**src/rtl/aimc_lib.sv**
```systemverilog
`default_nettype none
// ============================================================================
// Module      : aimc_lib (package)
// Description : Shared AIMC types (pkt_t, cmd_t), parameter defaults and the
//               stat bit-index enum for the scheduler receive path.
// Revision    : 1.0 - initial release
// ============================================================================
package aimc_lib;

    localparam int c_cq_depth   = 8;
    localparam int c_tq_depth   = 16;
    localparam int c_rd_timeout = 255;
    localparam int c_data_width = 64;

    typedef enum logic [2:0] {
        CMD_NOP1 = 3'd0,
        CMD_RD   = 3'd1,
        CMD_WR   = 3'd2,
        CMD_ACT  = 3'd3,
        CMD_PRE  = 3'd4,
        CMD_REF  = 3'd5
    } cmd_t;

    typedef struct packed {
        logic [15:0] row_addr;
        logic [3:0]  bank;
        logic [7:0]  col_addr;
    } pkt_t;

    // Bit positions inside the sticky stat vector
    typedef enum logic [1:0] {
        STAT_OVERFLOW = 2'd0,
        STAT_ORPHAN   = 2'd1,
        STAT_TIMEOUT  = 2'd2
    } stat_idx_e;

    function automatic int max_int(input int a, input int b);
        return (a > b) ? a : b;
    endfunction

endpackage
`default_nettype wire

```
**src/rtl/aimc_sync_fifo.sv**
```systemverilog
`default_nettype none
// ============================================================================
// Module      : aimc_sync_fifo
// Description : Single-clock FIFO, power-of-two depth, extra pointer MSB to
//               tell full from empty. Simultaneous push/pop is accepted at
//               any occupancy, including full.
// Revision    : 1.0 - initial release
// ============================================================================
module aimc_sync_fifo #(
    parameter int WIDTH = 8,
    parameter int DEPTH = 8
) (
    input  logic                     clk,
    input  logic                     rst,
    input  logic                     push,
    input  logic [WIDTH-1:0]         din,
    input  logic                     pop,
    output logic [WIDTH-1:0]         dout,
    output logic                     full,
    output logic                     empty,
    output logic [$clog2(DEPTH):0]   count
);

    localparam int c_aw = $clog2(DEPTH);

    logic [WIDTH-1:0] r_mem [DEPTH];
    logic [c_aw:0]    r_wr_ptr;
    logic [c_aw:0]    r_rd_ptr;
    logic             w_push_ok;
    logic             w_pop_ok;

    assign empty = (r_wr_ptr == r_rd_ptr);
    assign full  = (r_wr_ptr[c_aw] != r_rd_ptr[c_aw]) &&
                   (r_wr_ptr[c_aw-1:0] == r_rd_ptr[c_aw-1:0]);
    assign count = r_wr_ptr - r_rd_ptr;
    assign dout  = r_mem[r_rd_ptr[c_aw-1:0]];

    // A pop in the same cycle frees the slot a push into a full FIFO needs
    assign w_push_ok = push && (!full || pop);
    assign w_pop_ok  = pop && !empty;

    // Pointer update; reset empties the FIFO
    always_ff @(posedge clk) begin
        if (!rst) begin
            r_wr_ptr <= '0;
            r_rd_ptr <= '0;
        end else begin
            if (w_push_ok) r_wr_ptr <= r_wr_ptr + 1'b1;
            if (w_pop_ok)  r_rd_ptr <= r_rd_ptr + 1'b1;
        end
    end

    // Storage write, no reset needed on the data array
    always_ff @(posedge clk) begin
        if (w_push_ok) r_mem[r_wr_ptr[c_aw-1:0]] <= din;
    end

endmodule
`default_nettype wire

```
**src/rtl/aimc_sched_rx.sv**
```systemverilog
`default_nettype none
// ============================================================================
// Module      : aimc_sched_rx
// Description : Scheduler-to-PHY command FIFO with read-tag tracking, read
//               data return, read timeout and sticky status flags.
//               Optional build macro AIMC_SCHED_RX_RETRY_EN turns errored
//               read returns into a retry pulse back to the scheduler.
// Revision    : 1.0 - initial release
// ============================================================================
module aimc_sched_rx
    import aimc_lib::*;
#(
    parameter int CQ_DEPTH   = c_cq_depth,
    parameter int TQ_DEPTH   = c_tq_depth,
    parameter int RD_TIMEOUT = c_rd_timeout,
    parameter int DATA_WIDTH = c_data_width
) (
    input  logic                  clk,
    input  logic                  rst,
    input  pkt_t                  sched_pkt,
    input  cmd_t                  sched_cmd,
    input  logic                  sched_pkt_valid,
    output logic                  intf_rdy,
    output pkt_t                  phy_pkt,
    output cmd_t                  phy_cmd,
    output logic                  phy_valid,
    input  logic                  phy_rdy,
    input  logic                  phy_rd_valid,
    input  logic [DATA_WIDTH-1:0] phy_rd_data,
    input  logic                  phy_rd_err,
    output logic                  rd_data_valid,
    output logic [DATA_WIDTH-1:0] rd_data,
    output pkt_t                  intf_pkt,
    output logic                  intf_pkt_retry,
    output logic [2:0]            stat
);

    localparam int c_cq_aw = $clog2(CQ_DEPTH);
    localparam int c_tq_aw = $clog2(TQ_DEPTH);
    localparam int c_pkt_w = $bits(pkt_t);
    localparam int c_cmd_w = $bits(cmd_t);
    localparam int c_cq_w  = c_pkt_w + c_cmd_w;
    localparam int c_to_w  = max_int(8, $clog2(RD_TIMEOUT + 1));
    localparam logic [c_to_w-1:0] c_to_max = c_to_w'(RD_TIMEOUT);

    logic [c_cq_w-1:0]  w_cq_dout;
    logic               w_cq_full;
    logic               w_cq_empty;
    logic [c_cq_aw:0]   w_cq_count;
    logic [c_cq_aw:0]   w_cq_count_next;
    logic               w_cq_pop;
    logic               w_cq_push_ok;
    cmd_t               w_head_cmd;

    pkt_t               w_tq_dout;
    logic               w_tq_full;
    logic               w_tq_empty;
    logic [c_tq_aw:0]   w_tq_count;
    logic               w_tq_push;

    logic               w_ret_good;
    logic               w_ret_data_ok;
    logic [c_to_w-1:0]  r_to_cnt;
    logic [c_to_w-1:0]  w_to_cnt_next;
    logic               r_intf_rdy;
    logic               r_rd_data_valid;
    logic [DATA_WIDTH-1:0] r_rd_data;
    logic [2:0]         r_stat;

    // Command FIFO: {pkt, cmd} per entry, head drives the PHY directly
    aimc_sync_fifo #(.WIDTH(c_cq_w), .DEPTH(CQ_DEPTH)) u_cmd_fifo (
        .clk   (clk),
        .rst   (rst),
        .push  (sched_pkt_valid),
        .din   ({sched_pkt, sched_cmd}),
        .pop   (w_cq_pop),
        .dout  (w_cq_dout),
        .full  (w_cq_full),
        .empty (w_cq_empty),
        .count (w_cq_count)
    );

    // Tag queue: one pkt per issued RD, popped by each read return
    aimc_sync_fifo #(.WIDTH(c_pkt_w), .DEPTH(TQ_DEPTH)) u_tag_fifo (
        .clk   (clk),
        .rst   (rst),
        .push  (w_tq_push),
        .din   (phy_pkt),
        .pop   (phy_rd_valid),
        .dout  (w_tq_dout),
        .full  (w_tq_full),
        .empty (w_tq_empty),
        .count (w_tq_count)
    );

    assign phy_pkt    = w_cq_dout[c_cq_w-1 -: c_pkt_w];
    assign w_head_cmd = cmd_t'(w_cq_dout[c_cmd_w-1:0]);
    assign phy_cmd    = w_head_cmd;

    // A RD is held back while there is nowhere to record its tag
    assign phy_valid = rst && !w_cq_empty && !((w_head_cmd == CMD_RD) && w_tq_full);
    assign w_cq_pop  = phy_valid && phy_rdy;
    assign w_tq_push = w_cq_pop && (w_head_cmd == CMD_RD);

    assign w_cq_push_ok    = sched_pkt_valid && (!w_cq_full || w_cq_pop);
    assign w_cq_count_next = w_cq_count + (c_cq_aw + 1)'(w_cq_push_ok)
                                        - (c_cq_aw + 1)'(w_cq_pop);

    assign w_ret_good = phy_rd_valid && !w_tq_empty;

    // Timeout count: idle while empty or on any return, saturates at the limit
    always_comb begin
        w_to_cnt_next = r_to_cnt;
        if (phy_rd_valid || w_tq_empty) begin
            w_to_cnt_next = '0;
        end else if (r_to_cnt != c_to_max) begin
            w_to_cnt_next = r_to_cnt + 1'b1;
        end
    end

    // intf_rdy tracks the post-edge occupancy so two in-flight pushes still fit
    always_ff @(posedge clk) begin
        if (!rst) begin
            r_intf_rdy <= 1'b0;
        end else begin
            r_intf_rdy <= (int'(w_cq_count_next) < (CQ_DEPTH - 2));
        end
    end

    // Timeout counter and sticky status flags
    always_ff @(posedge clk) begin
        if (!rst) begin
            r_to_cnt <= '0;
            r_stat   <= '0;
        end else begin
            r_to_cnt <= w_to_cnt_next;
            if (sched_pkt_valid && !w_cq_push_ok) r_stat[STAT_OVERFLOW] <= 1'b1;
            if (phy_rd_valid && w_tq_empty)       r_stat[STAT_ORPHAN]   <= 1'b1;
            if (!w_tq_empty && !phy_rd_valid && (w_to_cnt_next == c_to_max))
                r_stat[STAT_TIMEOUT] <= 1'b1;
        end
    end

`ifdef AIMC_SCHED_RX_RETRY_EN
    pkt_t r_intf_pkt;
    logic r_intf_pkt_retry;

    assign w_ret_data_ok = w_ret_good && !phy_rd_err;

    // Errored return: hand the tagged pkt back to the scheduler for one cycle
    always_ff @(posedge clk) begin
        if (!rst) begin
            r_intf_pkt       <= '0;
            r_intf_pkt_retry <= 1'b0;
        end else begin
            r_intf_pkt_retry <= w_ret_good && phy_rd_err;
            if (w_ret_good && phy_rd_err) r_intf_pkt <= w_tq_dout;
        end
    end

    assign intf_pkt       = r_intf_pkt;
    assign intf_pkt_retry = r_intf_pkt_retry;

    logic w_unused_tq;
    assign w_unused_tq = ^w_tq_count;
`else
    // Without retry the CRC flag and the tagged pkt have no consumer
    assign w_ret_data_ok  = w_ret_good;
    assign intf_pkt       = '0;
    assign intf_pkt_retry = 1'b0;

    logic w_unused_tq;
    assign w_unused_tq = ^{w_tq_count, w_tq_dout, phy_rd_err};
`endif

    // Read data return, one cycle after phy_rd_valid
    always_ff @(posedge clk) begin
        if (!rst) begin
            r_rd_data_valid <= 1'b0;
            r_rd_data       <= '0;
        end else begin
            r_rd_data_valid <= w_ret_data_ok;
            if (w_ret_good) r_rd_data <= phy_rd_data;
        end
    end

    assign intf_rdy      = r_intf_rdy;
    assign rd_data_valid = r_rd_data_valid;
    assign rd_data       = r_rd_data;
    assign stat          = r_stat;

endmodule
`default_nettype wire

```
**config.mk**
```make
export PLATFORM = sky130hd
export DESIGN_NAME = aimc_sched_rx
export DESIGN_NICKNAME = d
export VERILOG_FILES = /design/src/rtl/aimc_lib.sv /design/src/rtl/aimc_sync_fifo.sv /design/src/rtl/aimc_sched_rx.sv
export SDC_FILE = /design/constraint.sdc
export NUM_CORES = 1
export LEC_CHECK = 0
export ABC_CLOCK_PERIOD_IN_PS = 11000
export CORE_MARGIN = 3
export CORE_UTILIZATION = 57
export CTS_CLUSTER_SIZE = 10
export DETAILED_ROUTE_END_ITERATION = 16
export GPL_TIMING_DRIVEN = 0
export PLACE_DENSITY = 0.9
export SLEW_MARGIN = 20
export SYNTH_ARGS = -nofsm -noshare
export SYNTH_HDL_FRONTEND = slang
export SYNTH_SLANG_ARGS = --single-unit
export TNS_END_PERCENT = 1
```
**constraint.sdc**
```tcl
create_clock -name clk -period 11 [get_ports clk]
set_input_delay 1.65 -clock clk [delete_from_list [all_inputs] [get_ports clk]]
set_output_delay 1.65 -clock clk [all_outputs]
set_load 0.05 [all_outputs]
```
Word-level counts from Yosys, hierarchy flattened
Memories as Yosys holds them, arrays and structs flattened. A register that Yosys moved wholly into a read port is not among the register bits. Cells that the tools add are included. Widths: inputs -> output; s select.

RAM bits: 248. Bits in read-only memories: 0. Latch bits: 0. Input bits: 101. Flip-flop bits (word level): 95. Logic and storage cells: 61. Memories: 1.

$add $sub $neg: 8. Shift-type cells: 0. $mul: 0. Eq/ne operators: 9. Order comparisons: 1. Div/mod/pow operators: 0. Reduce and logical (&&, ||, !) cells: 25. Bitwise logic cells: 0. Multiplexer cells: 6.

Memories: u_cmd_fifo.r_mem (depth 8, bits a word 31, read ports 1, clocked after Yosys merged registers in 1, write ports 1, RTL line aimc_sync_fifo.sv:26) `logic [WIDTH-1:0] r_mem [DEPTH];`.

Operators by type and width (count): $mux 8 (2); $logic_and 1x1->1 (15); $add 5x1->5 const B (2); $add 4x1->4 const B (2); $add 8x1->8 const B (1); $eq 4x4->1 (2); $eq 8x8->1 const B (1); $ne 8x8->1 const B (1); $logic_not 1->1 (7); $mux 3 (2); $eq 5x5->1 (1); $add 4x1->4 (1); $lt 4x3->1 const B (1); $sub 4x1->4 (1); $sub 4x4->4 (1); $eq 3x1->1 const B (1); $eq 3x3->1 (1); $logic_or 1x1->1 (3); $mux 1 (2); $ne 1x1->1 (2).

Logic depth before layout (Yosys ltp)
Gate-level depths: netlist of the first run.

Word-level depth: 11. Depth in mapped cells: 15. Gate-level depth less buffers: 15.

Cells and area by module
A second synthesis of the first run with hierarchy kept.

Cell total of the unflattened synthesis: 1614. Area total of the unflattened synthesis: 31128.6 um^2.

Modules (own cells, without submodules): aimc_sync_fifo (u_tag_fifo) (area an instance 17779.6 um^2, cells each 784, sequential area each 13733.2 um^2, instances 1); aimc_sync_fifo (u_cmd_fifo) (area an instance 10201.0 um^2, cells each 432, sequential area each 7667.4 um^2, instances 1); aimc_sched_rx (area an instance 3148.0 um^2, cells each 398, sequential area each 1541.5 um^2, instances 1).

Worst setup path before layout of the first run
Ideal clock, no wire load.

Kind: input-to-reg. From: input port phy_rdy. To: memory u_cmd_fifo.r_mem[4][0] (netlist name), enable pin. Required time: 10542 ps. Stages: 5. Slack: 6048 ps. Buffers on the path: 0. Library setup time: 458 ps. Data arrival time: 4494 ps. Cells stage by stage: nand3_1 a21oi_4 inv_2 a21o_1 nor3_1.

Cells in the longest elaborated chain, start to end: 5.

Ends and longest elaborated chain: start, declared (RTL line aimc_sched_rx.sv:27) `input logic phy_rdy,`; $logic_and 1x1->1 (RTL line aimc_sched_rx.sv:102) `assign w_cq_pop = phy_valid && phy_rdy;`; $logic_or 1x1->1 (RTL line aimc_sync_fifo.sv:39) `assign w_push_ok = push && (!full || pop);`; $logic_and 1x1->1 (RTL line aimc_sync_fifo.sv:39); $mux 1 (RTL line aimc_sync_fifo.sv:55) `if (w_push_ok) r_mem[r_wr_ptr[c_aw-1:0]] <= din;`; $mux 1 (implied by the code) (RTL line aimc_sync_fifo.sv:55); end, declared (RTL line aimc_sync_fifo.sv:26).

No other way between the ends.

==> results.yml, run 1 <==
layout:
  fin_nets: 1262
  drive_above_1_share_pct: 17.1
  area_delta_synth_final_pct: 28.9
  diodes: 0
  multi_input_area_um2: 3760
  nFillCells: 1340
  seq_area_um2: 9410
  post-route-util_pct: 75.5
critical_path:
  cp_slowest_cell: "buf_1"
  worstSetupEndpointType: "output pin"
  start_kind: "flop"
  critPathKind: "flop to output pin"
  worstPathCellList: "buf_4 -> buf_2 -> buf_1 -> mux4_2 -> mux2_2 -> clkdlybuf4s50_1"
  max_stage_delay_ns: 0.84
  worstPathRequired_ns: 9.35
  arrival_ns: 3.86
  cp_max_fo: 10
synth:
  post_synth.cell_area_avg_um2: 15.5
  ys_types: 43
  ys_warn_count: 0
  ys_seq_area_share_pct: 70.1
  syn_area_um2: 13400
  netlist_instances: 865
  ys_seq_elements: 346
drt:
  detailedRoute.firstIterationViolations: 601
  wl_per_cell_um: 22.7
  drcViolationCount: 0
  drt_wl_total_um: 33400
  viasPerCell: 5.67
  first_pass_iters: 5
  antenna_left: 0
  via_count: 8354
timing:
  setup_viol: 0
  period_needed_ns: 5.51
  fin_tns_setup_ns: 0
  slew_viol_final: 0
  rsz0062_at_grt: "false"
  fin_hold_ws_ns: 0.452
  finClkSkew_ns: 0.0293
  fmax_mhz: 181
  hold_viol_final: 0
  worst_pin_slew_ns: 1.07
  post-route-period-util_pct: 50.1
  slew_headroom_pct: 28.6
  setup_slack_ns: 5.49
clock_tree:
  cts_resized: 0
  clock_latency_ns: 0.54
  cts_max_path_buffers: 3
  cts_root_buf: "clkbuf_16"
  htree_num_levels: 2
  cts_sinks: 346
  cts-buffers-inserted: 40
  clkTransAtPathRegs_ns: 0.05
  cts_setup_buffers: 0
  cts_tree: "built"
  cts_hold_buf: 0
placement:
  gp_congestion: 0.825
  place_ws_ns: 5.66
  dpl.hpwl_um: 20700
  port_buffers: 200
min_path:
  hold_path_class: "flop to flop"
die:
  die_x_um: 159
  chipHeight_um: 159
  core_area_um2: 22900
  die_area_um2: 25400
  ioPinCount: 231
  start_util_pct: 58.5
  row_count: 55
power_and_ir_drop:
  ir_drop_mv: 0.122
  powerDensity_nw_per_um2: 169
  p_leak_uw: 0.00572
job:
  maxCapViolCount: 0
status:
  status: "completed"
global_route:
  grt.total_usage_pct: 26.6
  grt_max_degree: 21
  grt_pass1_vias: 9002
  overflow: 0
  grt_pass1_wl_um: 52100
  antenna_found_initial: 0
-- state kept, by name (all words and copies together), names as in the netlist, 3 cells and up, named ones only --
register             flops
u_tag_fifo.r_wr_ptr      5
u_cmd_fifo.r_mem       248
u_tag_fifo.r_rd_ptr      5
u_cmd_fifo.r_rd_ptr      4
r_to_cnt                 8
u_cmd_fifo.r_wr_ptr      4
stat                     3
rd_data                 64
-- logic make-up (layout without fill, tap and decap cells) --
logic type,Yosys count,after routing,synth area share [%]
AO/OA/AOI/OAI,89,89,3.73
XOR/XNOR,20,20,1.31
adder cells (fa/ha/maj),10,10,1.10
buffers and inverters,78,346,3.03
flip-flops,346,346,70.1
multiplexers,104,104,13.8
other,1,29,0.0280
AND/OR/NAND/NOR,217,217,6.85
-- metrics by stage --
step           cells  cell area (um^2)  total power, uW
3_3_place_gp    1406             15900             1770
2_1_floorplan    893             13500             1660
5_1_grt         1474             17300             3000
6_report        1474             17300             2920
3_5_place_dp    1422             16200             1790
4_1_cts         1474             17300             2940
-- per-layer routing --
layer	share of wire [%]	GRT usage, %	up-vias
met5	0	0	-
li1	-	-	3729
met2	52	47.3	440
met4	3.0	9.43	0
met1	36	31.1	4107
met3	9.0	7.49	78
-- critical path: cells and delay by family (launching register included) --
kind | cells | cell delay, ns
mux | 2 | 0.91
buf+inv | 4 | 2.13
flops | 1 | 0.31
-- worst paths after layout --
kind | from | to | slack, ns | depth (start not counted)
max reg2reg | flop | intf_rdy | 6.35 | 15
min | rd_data[19] | rd_data[19] | 0.45 | 2
min reg2reg | rd_data[19] | rd_data[19] | 0.45 | 2
max | flop | phy_pkt[26] | 5.49 | 6
-- cell usage in the layout, fill, tap and decap left out, drive strengths merged, types with 4 or more instances in the layout --
master / n
a21oi: 71
a31oi: 5
buf: 55
clkbuf: 82
clkdlybuf4s50: 200
conb: 29
dfxtp: 98
edfxtp: 248
ha: 7
inv: 8
mux2: 31
mux2i: 11
mux4: 62
nand2: 153
nand2b: 4
nand4: 9
nor2: 27
nor3: 4
nor3b: 4
xnor2: 12
xor2: 8
-- cells in the mapped netlist --
library cell / count / area [um^2]
a21o_1: 2 / 15.0
dfxtp_1: 98 / 1960
buf_2: 1 / 5.00
nor4_1: 2 / 12.5
nor3_1: 4 / 20.0
nand2b_1: 4 / 25.0
buf_1: 8 / 30.0
buf_4: 30 / 225
nand3_1: 3 / 15.0
o21ai_0: 2 / 10.0
o311ai_0: 1 / 8.76
clkbuf_1: 33 / 124
a21oi_4: 1 / 16.3
fa_1: 3 / 60.1
a21boi_2: 1 / 11.3
nor2_1: 27 / 101
nand2_1: 153 / 574
nand4_1: 9 / 56.3
conb_1: 1 / 3.75
and3_1: 3 / 18.8
xor2_1: 8 / 70.1
a22o_1: 1 / 8.76
nor3b_1: 2 / 15.0
nor3b_2: 2 / 25.0
ha_1: 7 / 87.6
a31oi_1: 5 / 31.3
a2111o_1: 1 / 11.3
inv_1: 4 / 15.0
edfxtp_1: 248 / 7450
a21boi_1: 1 / 7.51
nor2b_1: 1 / 6.26
a211oi_1: 3 / 22.5
mux4_2: 62 / 1400
xnor2_1: 12 / 105
and4_1: 2 / 17.5
inv_2: 2 / 7.51
o211ai_1: 1 / 7.51
and2_1: 2 / 12.5
or2_2: 1 / 6.26
a21oi_1: 70 / 350
mux2i_1: 11 / 110
mux2_2: 31 / 349
or3_1: 2 / 12.5
-- final cells by class --
type	count	share of cell area, %
Multi-Input combinational cell	469	21.7
Sequential cell	346	54.4
Buffer	72	2.22
Clock buffer	49	6.04
Tap cell	313	2.26
Clock inverter	3	0.260
Inverter	6	0.130
Timing Repair Buffer	216	13.0
-- report_power, final --
group,internal (uW),switching [uW]
sequential,1430,11.1
clock,664,485
combinational,134,197
Note: power is estimated with default switching activity, not from simulation.
==> run 2, diff against run 1 <==
--- a/config.mk
+++ b/config.mk
@@ -5,13 +5,13 @@
 export SDC_FILE = /design/constraint.sdc
 export NUM_CORES = 1
 export LEC_CHECK = 0
-export ABC_CLOCK_PERIOD_IN_PS = 11000
+export ABC_CLOCK_PERIOD_IN_PS = 5500
 export CORE_MARGIN = 3
-export CORE_UTILIZATION = 57
+export CORE_UTILIZATION = 53
 export CTS_CLUSTER_SIZE = 10
 export DETAILED_ROUTE_END_ITERATION = 16
 export GPL_TIMING_DRIVEN = 0
-export PLACE_DENSITY = 0.9
+export PLACE_DENSITY = 0.85
 export SLEW_MARGIN = 20
 export SYNTH_ARGS = -nofsm -noshare
 export SYNTH_HDL_FRONTEND = slang
==> constraint.sdc (replaced) <==
create_clock -name clk -period 5.5 [get_ports clk]
set_input_delay 0.825 -clock clk [delete_from_list [all_inputs] [get_ports clk]]
set_output_delay 0.825 -clock clk [all_outputs]
set_load 0.05 [all_outputs]
==> run 2 against run 1 <==
Net effect: total power rose by 99%; highest routed layer is now met5; clock skew is 0.0038 ns lower; non-clock buffer count down 2; sequential share of layout area barely moved; wire length down 7.8%; via count is 3.0% lower; sequential cell count stayed put; clock power up 99%; final cell count grew 0.54%.
==> results.yml, run 2 (synthesis gave the netlist of run 1 again) <==
drt:
  drt_wl_total_um: 30800
  viasPerCell: 5.47
  via_count: 8102
  drcViolationCount: 0
  antenna_left: 0
  wl_per_cell_um: 20.8
  detailedRoute.firstIterationViolations: 515
  first_pass_iters: 5
clock_tree:
  cts_setup_buffers: 0
  cts_hold_buf: 0
  cts_tree: "built"
  htree_num_levels: 2
  cts_resized: 0
  cts-buffers-inserted: 40
  cts_max_path_buffers: 3
  clock_latency_ns: 0.53
  clkTransAtPathRegs_ns: 0.05
  cts_sinks: 346
  cts_root_buf: "clkbuf_16"
timing:
  setup_slack_ns: 0.913
  rsz0062_at_grt: "false"
  post-route-period-util_pct: 83.4
  setup_viol: 0
  period_needed_ns: 4.59
  finClkSkew_ns: 0.0256
  worst_pin_slew_ns: 1.00
  hold_viol_final: 0
  slew_viol_final: 0
  fmax_mhz: 218
  slew_headroom_pct: 33.2
die:
  die_area_um2: 27300
  chipHeight_um: 165
  ioPinCount: 231
  row_count: 57
  die_x_um: 165
  start_util_pct: 54.5
  core_area_um2: 24600
layout:
  layout_commonest_cell: "edfxtp_1"
  multi_input_area_um2: 3760
  fin_nets: 1260
  seq_area_um2: 9410
  finalNonFillerCells: 1482
  area_delta_synth_final_pct: 29.0
  largest_register_ffs: 248
  drive_above_1_share_pct: 17.0
  final_cell_mix: "edfxtp_1, clkdlybuf4s50_1, nand2_1, dfxtp_1, a21oi_1"
  post-route-util_pct: 70.4
  nFillCells: 1561
  diodes: 0
critical_path:
  arrival_ns: 3.76
  worstSetupEndpointType: "output pin"
  start_kind: "flop"
  critPathKind: "flop to output pin"
  worstPathRequired_ns: 4.68
  cp_max_fo: 10
min_path:
  hold_path_class: "flop to flop"
  hold_start: "rd_data[61]"
global_route:
  grt.total_usage_pct: 23.0
  grt_pass1_vias: 8653
  overflow: 0
  grt_max_degree: 22
  antenna_found_initial: 2
  grt_pass1_wl_um: 47200
placement:
  place_ws_ns: 1.13
  gp_congestion: 0.860
  port_buffers: 200
  dpl.hpwl_um: 20600
  dp_cells: 1431
job:
  maxCapViolCount: 0
power_and_ir_drop:
  power_uw: 5820
  p_leak_uw: 0.00571
  powerDensity_nw_per_um2: 336
  ir_drop_mv: 0.257
status:
  status: "completed"
run 2: changes by cell type in the layout (fill, tap and decap cells not counted), sizes merged:
cell | before | now
clkinv | 1 | 2
inv | 8 | 6
buf | 55 | 53
run 2: layer usage:
layer | wire, um | GRT usage [%] | part of all wire, %
met5 | 14 | 0 | 0.045
met3 | 2680 | 7.33 | 8.7
met4 | 690 | 6.33 | 2.2
met2 | 16400 | 42.0 | 53
met1 | 11000 | 25.8 | 36
run 2: area by class of cell:
cell class / instances / area share [%]
repair buffers: 214 / 12.8
clock inverters: 2 / 0.267
flip-flops and latches: 346 / 54.3
clock buffers: 49 / 6.16
multi-input cells: 469 / 21.7
plain buffers: 72 / 2.22
well taps: 324 / 2.34
inverters: 6 / 0.130
run 2: worst paths after layout:
check / endpoint / slack [ns] / cells past startpoint
max: phy_pkt[14] / 0.91 / 6
max reg2reg: intf_rdy / 1.13 / 15
min reg2reg: rd_data[61] / 0.45 / 2
min: rd_data[61] / 0.45 / 2
run 2: worst max-delay path: stages, from the launching register on:
cell and delay, ns:
dfxtp_1 0.30, buf_4 0.18, buf_2 0.34, buf_1 0.78, mux4_2 0.61, mux2_2 0.31
clkdlybuf4s50_1 0.71
run 2: stage by stage:
step / instance area (um^2) / hold WS [ns] / TNS, ns
2_1_floorplan: 13500 / 0.449 / 0
3_3_place_gp: 15900 / 0.441 / -80.49
3_5_place_dp: 16200 / 0.446 / 0
4_1_cts: 17300 / 0.454 / 0
5_1_grt: 17300 / 0.474 / 0
6_report: 17300 / 0.455 / 0
run 2: power by group:
group / leakage (uW) / internal (uW) / total [uW] / switching (uW)
Combinational: 0.00213 / 266 / 647 / 381
Sequential: 0.00304 / 2850 / 2870 / 20.4
Clock: 0.000539 / 1350 / 2290 / 943
Total: 0.00571 / 4470 / 5820 / 1340
==> patch (settings of run 2) <==
Set the package constant `c_rd_timeout` to 510 (it was 255).
--- a/src/rtl/aimc_lib.sv
+++ b/src/rtl/aimc_lib.sv
@@ -9,7 +9,7 @@
 
     localparam int c_cq_depth   = 8;
     localparam int c_tq_depth   = 16;
-    localparam int c_rd_timeout = 255;
+    localparam int c_rd_timeout = 510;
     localparam int c_data_width = 64;
 
     typedef enum logic [2:0] {
Formal check against the unedited RTL: no difference found for any inputs over 4 cycles, from zero or initial values and one cycle with rst low; that may be too few to reach the edited logic, so the function may still have changed.
==> patch against run 2 <==
  * Power grew 2.8%
  * Synthesized area grew 1.1%
  * Setup slack worse by 83 ps
  * Sequential cell count up 1
  * Via count rose by 3.6%
  * Sequential power barely moved
  * Count of clock-buffer cells in the layout up 9
  * Synthesized cell count is 2.9% higher
  * Cell area is 1.1% higher
  * Register-to-register slack got worse by 20 ps
  * First-iteration DRC count increased by 30%
  * Wire length rose by 3.9%
  * Combinational power grew 1%
  * Critical endpoint is now phy_pkt[15]
  * Highest routed layer is now met4
==> patch: results (changes against run 2) <==
| Metric | Value |
|---|---|
| Status | finished, final reports clean (unchanged) |
| Post-synth top cells | edfxtp_1 (248), nand2_1 (150), dfxtp_1 (99) (was edfxtp_1 (248), nand2_1 (153), dfxtp_1 (98)) |
| R2r worst-path depth | 14 (was 15) |
| Adder-cell share of the synthesized area | 1.18% (was 1.10%) |
| Layout cell share with drive strength beyond 1 | 16.8% (was 17.0%) |
| XOR/XNOR share of the synthesized area | 1.10% (was 1.31%) |
| FF-to-FF End | intf_rdy (unchanged) |
| Synth area leaders | edfxtp_1 (55%), dfxtp_1 (15%), mux4_2 (10%) (was edfxtp_1 (56%), dfxtp_1 (15%), mux4_2 (10%)) |
| Post-cts repair resize count | 0 (unchanged) |
| Clock share of power | 40.9% (was 39.5%) |
| Nature of the critical path startpoint | flip-flop (unchanged) |
| CTS root buffer | clkbuf_16 (unchanged) |
| Postcts setup bufs | 0 (unchanged) |
| Critical path peak fanout | 10 (unchanged) |
| Synth Area in Compound Gates | 3.97% (was 3.73%) |
| Port bufs | 200 (unchanged) |
| Post-Route WL | 32100 um (was 30800 um) |
| CTS clock-pin slew for the worst setup and hold paths | 50 ps (about the same) |
| Via/cell ratio | 5.53 (was 5.47) |
| Clk_skew | 26.8 ps (was 25.6 ps) |
| Register area share after synthesis | 69.5% (was 70.1%) |
| Min-Delay Path Class | flip-flop to flip-flop (unchanged) |
| Relative slew slack | 40.6% (was 33.2%) |
| Htree depth | 2 (unchanged) |
| Post-DP HPWL | 21100 um (was 20600 um) |
| Latest clock arrival within the worst-skew pair | 540 ps |
| Mux cell area share after synthesis | 13.5% (was 13.8%) |
| # DRC | 0 (unchanged) |
| Largest net degree at the start of global routing | 23 (was 22) |
| YS warnings | 0 (unchanged) |
| Placed inst area | 16300 sq um (was 16200 sq um) |
| R2R setup slack | 1110 ps (was 1130 ps) |
| Peak VDD IR | 0.250 mV (was 0.257 mV) |
| Unique cell type count in the Yosys netlist | 45 (was 43) |
| Max reg flops | 248 (unchanged) |
| Most frequent cell after synthesis | edfxtp_1 (unchanged) |
| Asr flop ratio synth | 0% (unchanged) |
| Initial antenna violation count | 1 (was 2) |
| DRT iter0 DRCs | 671 (was 515) |
| Final #Nets | 1287 (was 1260) |
| CTS max path bufs | 3 (unchanged) |
| Int Power | 0.00458 W (was 0.00447 W) |
| First-pass GRT wire length | 50400 um (was 47200 um) |
| Total track usage | 23.5% (was 23.0%) |
| CTS Buf Count | 41 (was 40) |
| EDFF count, synth | 248 (unchanged) |
| Vias in the first global route | 8928 (was 8653) |
| Leak pwr | 5.77 nW (was 5.71 nW) |
| Reg power frac | 48.1% (was 49.4%) |
| Worst setup endpoint | phy_pkt[15] (was phy_pkt[14]) |
| FILL cells | 1524 (was 1561) |
| Routability cong. | 0.834 (was 0.860) |
| Critical path arrival | 3840 ps (was 3760 ps) |
[patch: layout make-up]
type                       instances  area [sq um]  area share, %
tap                              324           405           2.32
clock inverter                     4          73.8          0.422
inverter                           8          30.0          0.172
antenna                            1          2.50         0.0143
buffer                            76           400           2.29
clock buffer                      58          1120           6.40
sequential                       347          9430           53.9
timing repair buffer             214          2190           12.5
multi-input combinational        487          3860           22.0
[patch: metrics by stage]
stage	util (%)	TNS [ps]	cells	setup WS [ps]	total power, W
5_1_grt	70.7	0	1519	551	0.00618
3_3_place_gp	64.9	-75590	1442	-1380	0.00356
6_report	70.7	0	1519	830	0.00598
2_1_floorplan	-	0	918	1040	0.00334
3_5_place_dp	65.9	0	1456	1110	0.00358
4_1_cts	70.7	0	1518	746	0.00603
[patch: kinds of logic after synthesis]
group	count (synthesis)
flops	347
compound gates	97
simple gates	232
xor+xnor	17
other cells	1
mux	101
buf+inv	84
fa+ha+maj	11
[patch: routing by layer]
layer | wire length [um] | up-vias | GRT usage [%]
met4 | 982 | 0 | 9.22
met5 | 0 | - | 0
li1 | - | 3821 | -
met1 | 12000 | 4086 | 28.7
met2 | 16100 | 417 | 39.7
met3 | 2930 | 71 | 6.86
[patch: how the worst min path moves through the flow]
stage                                 from                endpoint  slack, ps  cells after the start
floorplan           u_cmd_fifo.r_rd_ptr[3]  u_cmd_fifo.r_rd_ptr[3]        450                      1
global placement               rd_data[35]             rd_data[35]        440                      2
detailed placement             rd_data[63]             rd_data[63]        450                      2
CTS                            rd_data[14]             rd_data[14]        450                      2
global route                   rd_data[33]             rd_data[33]        470                      2
finish                         rd_data[63]             rd_data[63]        450                      2
[patch: critical path: stages (launching register included)]
cell,delay [ps]
dfxtp_1,310
clkbuf_1,340
buf_1,590
buf_1,640
mux4_2,420
mux2_2,290
clkdlybuf4s50_1,720
